<file path="config.mk">
export PLATFORM = sky130hd
export DESIGN_NAME = query_rx
export DESIGN_NICKNAME = d
export VERILOG_FILES = /design/src/rtl/gen2_pkg.sv /design/src/rtl/crc5_serial.sv /design/src/rtl/query_rx.sv
export SDC_FILE = /design/constraint.sdc
export NUM_CORES = 1
export LEC_CHECK = 0
export ABC_AREA = 1
export CAP_MARGIN = 5
export CORE_AREA = 2 2 64 66
export DETAILED_ROUTE_END_ITERATION = 8
export DIE_AREA = 0 0 66 68
export PLACE_DENSITY = 0.92
export REMOVE_ABC_BUFFERS = 1
export SYNTH_ARGS = -nofsm -noshare
export SYNTH_HDL_FRONTEND = slang
export SYNTH_SLANG_ARGS = --single-unit
</file>
<file path="constraint.sdc">
create_clock -name clk -period 4 [get_ports clk]
set_clock_uncertainty 0.1 [all_clocks]
set_input_delay 0.6 -clock clk [delete_from_list [all_inputs] [get_ports clk]]
set_output_delay 0.6 -clock clk [all_outputs]
set_load 0.03 [all_outputs]
</file>
<file path="src/rtl/gen2_pkg.sv">
// Shared Gen2 forward-link definitions: Query framing constants, receiver
// states, Query field arrival indices and the serial CRC-5 step.
package gen2_pkg;

  localparam logic [3:0]  QUERY_CMD   = 4'b1000;
  localparam int unsigned QUERY_LEN   = 22;
  localparam logic [4:0]  CRC5_PRESET = 5'b01001;

  typedef enum logic [1:0] {
    ST_IDLE,
    ST_RECV,
    ST_DISCARD
  } rx_state_t;

  // Arrival index (1-based, MSB of command first) of each field's first bit
  localparam int unsigned DR_IDX      = 5;
  localparam int unsigned M_IDX       = 6;
  localparam int unsigned TREXT_IDX   = 8;
  localparam int unsigned SEL_IDX     = 9;
  localparam int unsigned SESSION_IDX = 11;
  localparam int unsigned TARGET_IDX  = 13;
  localparam int unsigned Q_IDX       = 14;

  // x^5 + x^3 + 1, one input bit per call
  function automatic logic [4:0] crc5_step(input logic [4:0] crc, input logic b);
    logic f;
    f = b ^ crc[4];
    return {crc[3], crc[2] ^ f, crc[1], crc[0], f};
  endfunction

endpackage

</file>
<file path="src/rtl/crc5_serial.sv">
// Bit-serial CRC-5 register (x^5+x^3+1); shared form with the tag CRC-5 checker.
module crc5_serial #(
  parameter logic [4:0] PRESET = gen2_pkg::CRC5_PRESET
) (
  input  logic       clk,
  input  logic       reset,
  input  logic       init,
  input  logic       en,
  input  logic       bit_in,
  output logic [4:0] crc
);
  import gen2_pkg::*;

  // init with en folds the first bit of a new packet into the preset
  always_ff @(posedge clk) begin
    if (reset) begin
      crc <= PRESET;
    end else if (init) begin
      crc <= en ? crc5_step(PRESET, bit_in) : PRESET;
    end else if (en) begin
      crc <= crc5_step(crc, bit_in);
    end
  end

endmodule

</file>
<file path="src/rtl/query_rx.sv">
// Gen2 tag-side Query receiver: frames a 22-bit Query from decoded bits,
// checks CRC-5 and length, and latches the Query fields on a good packet.
module query_rx #(
  parameter int unsigned QUERY_LEN   = gen2_pkg::QUERY_LEN,
  parameter logic [4:0]  CRC5_PRESET = gen2_pkg::CRC5_PRESET
) (
  input  logic       clk,
  input  logic       reset,
  input  logic       pkt_start,
  input  logic       bit_valid,
  input  logic       bit_in,
  input  logic       pkt_end,
  output logic       busy,
  output logic       query_valid,
  output logic       crc_err,
  output logic       len_err,
  output logic       dr,
  output logic       trext,
  output logic       target,
  output logic [1:0] m,
  output logic [1:0] sel,
  output logic [1:0] session,
  output logic [3:0] q
);
  import gen2_pkg::*;

  localparam logic [4:0] LEN  = 5'(QUERY_LEN);
  localparam logic [4:0] OVER = 5'(QUERY_LEN + 1);

  rx_state_t            state, state_n;
  logic [4:0]           cnt, cnt_n, base_cnt;
  logic [QUERY_LEN-1:0] sr, sr_n, base_sr;
  logic [4:0]           crc, crc_base, crc_n;
  logic                 over, over_n;
  logic                 take, prefix_bad;
  logic                 qv_n, ce_n, le_n;

  crc5_serial #(.PRESET(CRC5_PRESET)) u_crc (
    .clk    (clk),
    .reset  (reset),
    .init   (pkt_start),
    .en     (take),
    .bit_in (bit_in),
    .crc    (crc)
  );

  assign busy = (state != ST_IDLE);

  // Count, shift and CRC are evaluated as "next" values so a bit arriving
  // with pkt_start or pkt_end is part of the packet it belongs to.
  always_comb begin
    take     = bit_valid & (pkt_start | (state == ST_RECV));
    base_cnt = pkt_start ? '0 : cnt;
    base_sr  = pkt_start ? '0 : sr;
    crc_base = pkt_start ? CRC5_PRESET : crc;
    cnt_n    = base_cnt;
    sr_n     = base_sr;
    crc_n    = crc_base;
    if (take) begin
      cnt_n = (base_cnt == '1) ? base_cnt : base_cnt + 5'd1;
      sr_n  = {base_sr[QUERY_LEN-2:0], bit_in};
      crc_n = crc5_step(crc_base, bit_in);
    end
    prefix_bad = (cnt_n == 5'd4) && (sr_n[3:0] != QUERY_CMD);

    state_n = state;
    over_n  = over;
    qv_n    = 1'b0;
    ce_n    = 1'b0;
    le_n    = 1'b0;
    if (pkt_start) begin
      state_n = ST_RECV;
      over_n  = 1'b0;
    end else begin
      case (state)
        ST_RECV: begin
          if (pkt_end) begin
            state_n = ST_IDLE;
            if (cnt_n == LEN) begin
              qv_n = (crc_n == '0);
              ce_n = (crc_n != '0);
            end else if ((cnt_n >= 5'd4) && !prefix_bad) begin
              le_n = 1'b1;
            end
          end else if (cnt_n == OVER) begin
            state_n = ST_DISCARD;
            over_n  = 1'b1;
          end else if (prefix_bad) begin
            state_n = ST_DISCARD;
          end
        end
        ST_DISCARD: begin
          if (pkt_end) begin
            state_n = ST_IDLE;
            le_n    = over;
          end
        end
        default: ;
      endcase
    end
  end

  always_ff @(posedge clk) begin
    if (reset) begin
      state       <= ST_IDLE;
      cnt         <= '0;
      sr          <= '0;
      over        <= 1'b0;
      query_valid <= 1'b0;
      crc_err     <= 1'b0;
      len_err     <= 1'b0;
      dr          <= 1'b0;
      trext       <= 1'b0;
      target      <= 1'b0;
      m           <= '0;
      sel         <= '0;
      session     <= '0;
      q           <= '0;
    end else begin
      state       <= state_n;
      cnt         <= cnt_n;
      sr          <= sr_n;
      over        <= over_n;
      query_valid <= qv_n;
      crc_err     <= ce_n;
      len_err     <= le_n;
      if (qv_n) begin
        dr      <= sr_n[QUERY_LEN-DR_IDX];
        m       <= sr_n[QUERY_LEN-M_IDX -: 2];
        trext   <= sr_n[QUERY_LEN-TREXT_IDX];
        sel     <= sr_n[QUERY_LEN-SEL_IDX -: 2];
        session <= sr_n[QUERY_LEN-SESSION_IDX -: 2];
        target  <= sr_n[QUERY_LEN-TARGET_IDX];
        q       <= sr_n[QUERY_LEN-Q_IDX -: 4];
      end
    end
  end

endmodule
</file>
==> impl_results.md <==
- Period Utilization, post-route: 0.736
- Initial antenna violation count: 0
- DP HPWL: 2.77 mm
- Static leakage power: 1.13 nW
- Pwr Density: between 300 and 400 mW/mm^2
- Reg area: 941 sq um
- Grt met2 use: 0.351
- Status: complete, no violations
- Vias in the first global route: 1,636
- Antenna cell count: 0
- Multi-input logic area: between 0.001 and 0.0015 sq mm
- Sw frac: 0.230
- FMAX: 340 MHz
- CTS Buf Count: 5
- Clock buffer depth: 2
- Core Box Area: 0.00386 sq mm
- Placed cell areas: 0.00241 sq mm
- Wire length of the first global-routing pass: 6.83 mm
- Starting Density: 0.569
- Final setup violation count: 0
- GRT Resource Usage Total: 0.202
- Crit path max fanout: 29
- Area Overhead vs Synth: 15.9%
- Clock power share: 0.414
- Synth top area cells: dfxtp_1, nand2_1, nor2_1, inv_1, o21ai_0
- Layout Nets: 337
- Final GP Congestion: 0.869
- Via count: 1,882
- Hold Violations, Final: 0
- Routed Antenna Nets: 0
- Cts hold-fix bufs: 0
- R2R depth: 16
- Area of the die: 0.00449 sq mm
- Drt initial violations: 83
- Startpoint Class: input pin
- Comb power frac: 0.094
- Switching power: approximately 0.23 mW
- Post-synthesis register bit count: 47
- Max_slew headroom: 0.691
- FILL cells: 343
- Yosys warnings: 0
- Yosys cell types: 34
- Synth top area share: 0.429
- Clock transition at the registers of the reported paths: 90 ps
- Sequential share of power: 0.492
- Worst hold path cell count: 2
- Die Ht: just under 70 um
- Type of the worst min-delay path: reg -> reg
- Final WL: 4.07 mm
- Root Buffer: clkbuf_8
- # rows: 23
- Max cap viols: 0
- Synth Instances: 310
- Largest net degree at the start of global routing: 30
- Fin area: 0.00254 sq mm
- Share of layout cells above drive strength 1: 0.0912
- CTS tree: yes
- Worst Setup End Kind: flip-flop
- Crit Path Class: in -> reg
- Final min period: 2940 ps
- Mean routed wirelength per cell: 10.7 um
- Grt met3 use: 0.0559
- Total grt overflow: 0
- Worst-Margin Slew: approximately 460 ps
- Internal power: between 0.7 and 0.8 mW
- RSZ-0062 raised after global routing: no
- DR DRC count: 0
- Skew-Pair Late Insertion Delay: 310 ps
- Total negative slack: 0 ps
- Met1 Usage GRT: 0.228
- Critical path arrival: a little over 3000 ps
- IO Count: 23
- Clock Sinks: 47
- Post-cts sizing count: 0
- Vias/cell: 4.97
- Max-slew violation count: 0
- Syn Area/Cell: 7.08 sq um
- Die width: 66 um
- Data required, critical path: 4110 ps
- First-pass DRT Iterations: 4
- Yosys top cell by area: dfxtp_1
- Layer with the highest usage: met2
- Seq/Total Area, Yosys: 0.429
- Post-CTS Setup Inserts: 0
- Mapped Area: 0.00219 sq mm
- Buffers on Ports: 22
- Maximum VDD drop: 287 uV
- H-tree Lvls: 2
Yosys cell counts:
cell,instances
nand3_1,13
xnor2_1,1
a31oi_1,2
nand4_1,1
xor2_1,1
clkinv_4,1
nand2_1,79
nor3_2,1
nor2_8,1
nor3_1,4
clkbuf_1,5
inv_2,4
o211ai_1,2
nand3b_1,2
a2bb2oi_1,1
o2111ai_1,1
inv_1,28
o21ai_0,16
nor2_1,64
buf_2,2
a21oi_1,7
o22ai_1,1
buf_1,2
nand2_2,7
nor2_2,1
nand4_4,1
ha_1,3
o21a_1,2
o41ai_1,1
nand3_2,3
nor2_4,1
buf_6,4
dfxtp_1,47
nand2_4,1
final cells by class:
type                       instances  area share
multi-input combinational        217       0.410
timing repair buffer              24      0.0925
tap                               50      0.0246
clock inverter                     2      0.0236
inverter                          33      0.0507
clock buffer                       6      0.0285
sequential                        47       0.370
per-layer routing:
layer	up-vias	part of all wire	wire, um
met5	-	0	0
met4	0	0.029	120
met3	13	0.042	172
met2	42	0.47	1900
met1	829	0.46	1880
li1	998	-	-
sequential cells by signal, indices dropped and copies added (netlist names):
register / count
over: 1
crc_err: 1
query_valid: 1
m: 2
cnt: 5
target: 1
sel: 2
session: 2
trext: 1
len_err: 1
sr: 18
u_crc.crc: 5
state: 2
q: 4
dr: 1
cells in the final DEF, fill, tap and decap left out, drive strengths merged, types with 3 or more instances in the layout:
cell type      count
o21ai             16
nand2             87
inv               32
dfxtp             47
nand3             16
clkbuf             6
nor3               5
a21oi              7
clkdlybuf4s50     22
ha                 3
nor2              67
power by group through the flow:
| stage | Sequential (mW) | Combinational [mW] | Clock (mW) |
|---|---|---|---|
| CTS | 0.486 | 0.0923 | 0.419 |
| finish | 0.486 | 0.0925 | 0.409 |
| floorplan | 0.495 | 0.0635 | 0 |
| global placement | 0.496 | 0.0899 | 0 |
| global route | 0.487 | 0.104 | 0.436 |
| detailed placement | 0.497 | 0.0915 | 0 |
final timing paths:
check | slack (ps) | start | to
max | 1060 | pkt_start | q[1]
min | 380 | sr[3] | sr[4]
max reg2reg | 1270 | state[1] | q[1]
min reg2reg | 380 | sr[3] | sr[4]
metrics by stage:
stage / hold slack, ps / std cells / power, mW / utilization / worst slack [ps]
after CTS: 381 / 379 / 0.997 / 0.659 / 1070
final: 376 / 379 / 0.988 / 0.659 / 1060
after detailed placement: 367 / 371 / 0.588 / 0.625 / 734
after global placement: 352 / 371 / 0.586 / 0.625 / 894
after floorplan: 331 / 297 / 0.559 / - / 1450
after global routing: 393 / 379 / 1.03 / 0.659 / 828
critical path: stages:
cell             delay (ps)
clkdlybuf4s50_1         530
inv_2                   110
buf_4                   310
nand3_1                 180
nor2_2                  200
nand2_2                 100
nand2_1                  80
nand2_2                  60
nand2_2                  70
inv_2                    50
nor2_4                  100
nand4_4                 130
nor2_8                  300
nand2_1                 100
nand2_1                  70
nor2_1                   40
cells by family after synthesis:
group / count (synthesis) / synth area share
AND/OR/NAND/NOR: 179 / 0.363
flip-flops: 47 / 0.429
buffers and inverters: 46 / 0.0958
AO/OA/AOI/OAI: 33 / 0.0867
adder cells (fa/ha/maj): 3 / 0.0171
XOR/XNOR: 2 / 0.00799
(Power assumes the default switching activity.)
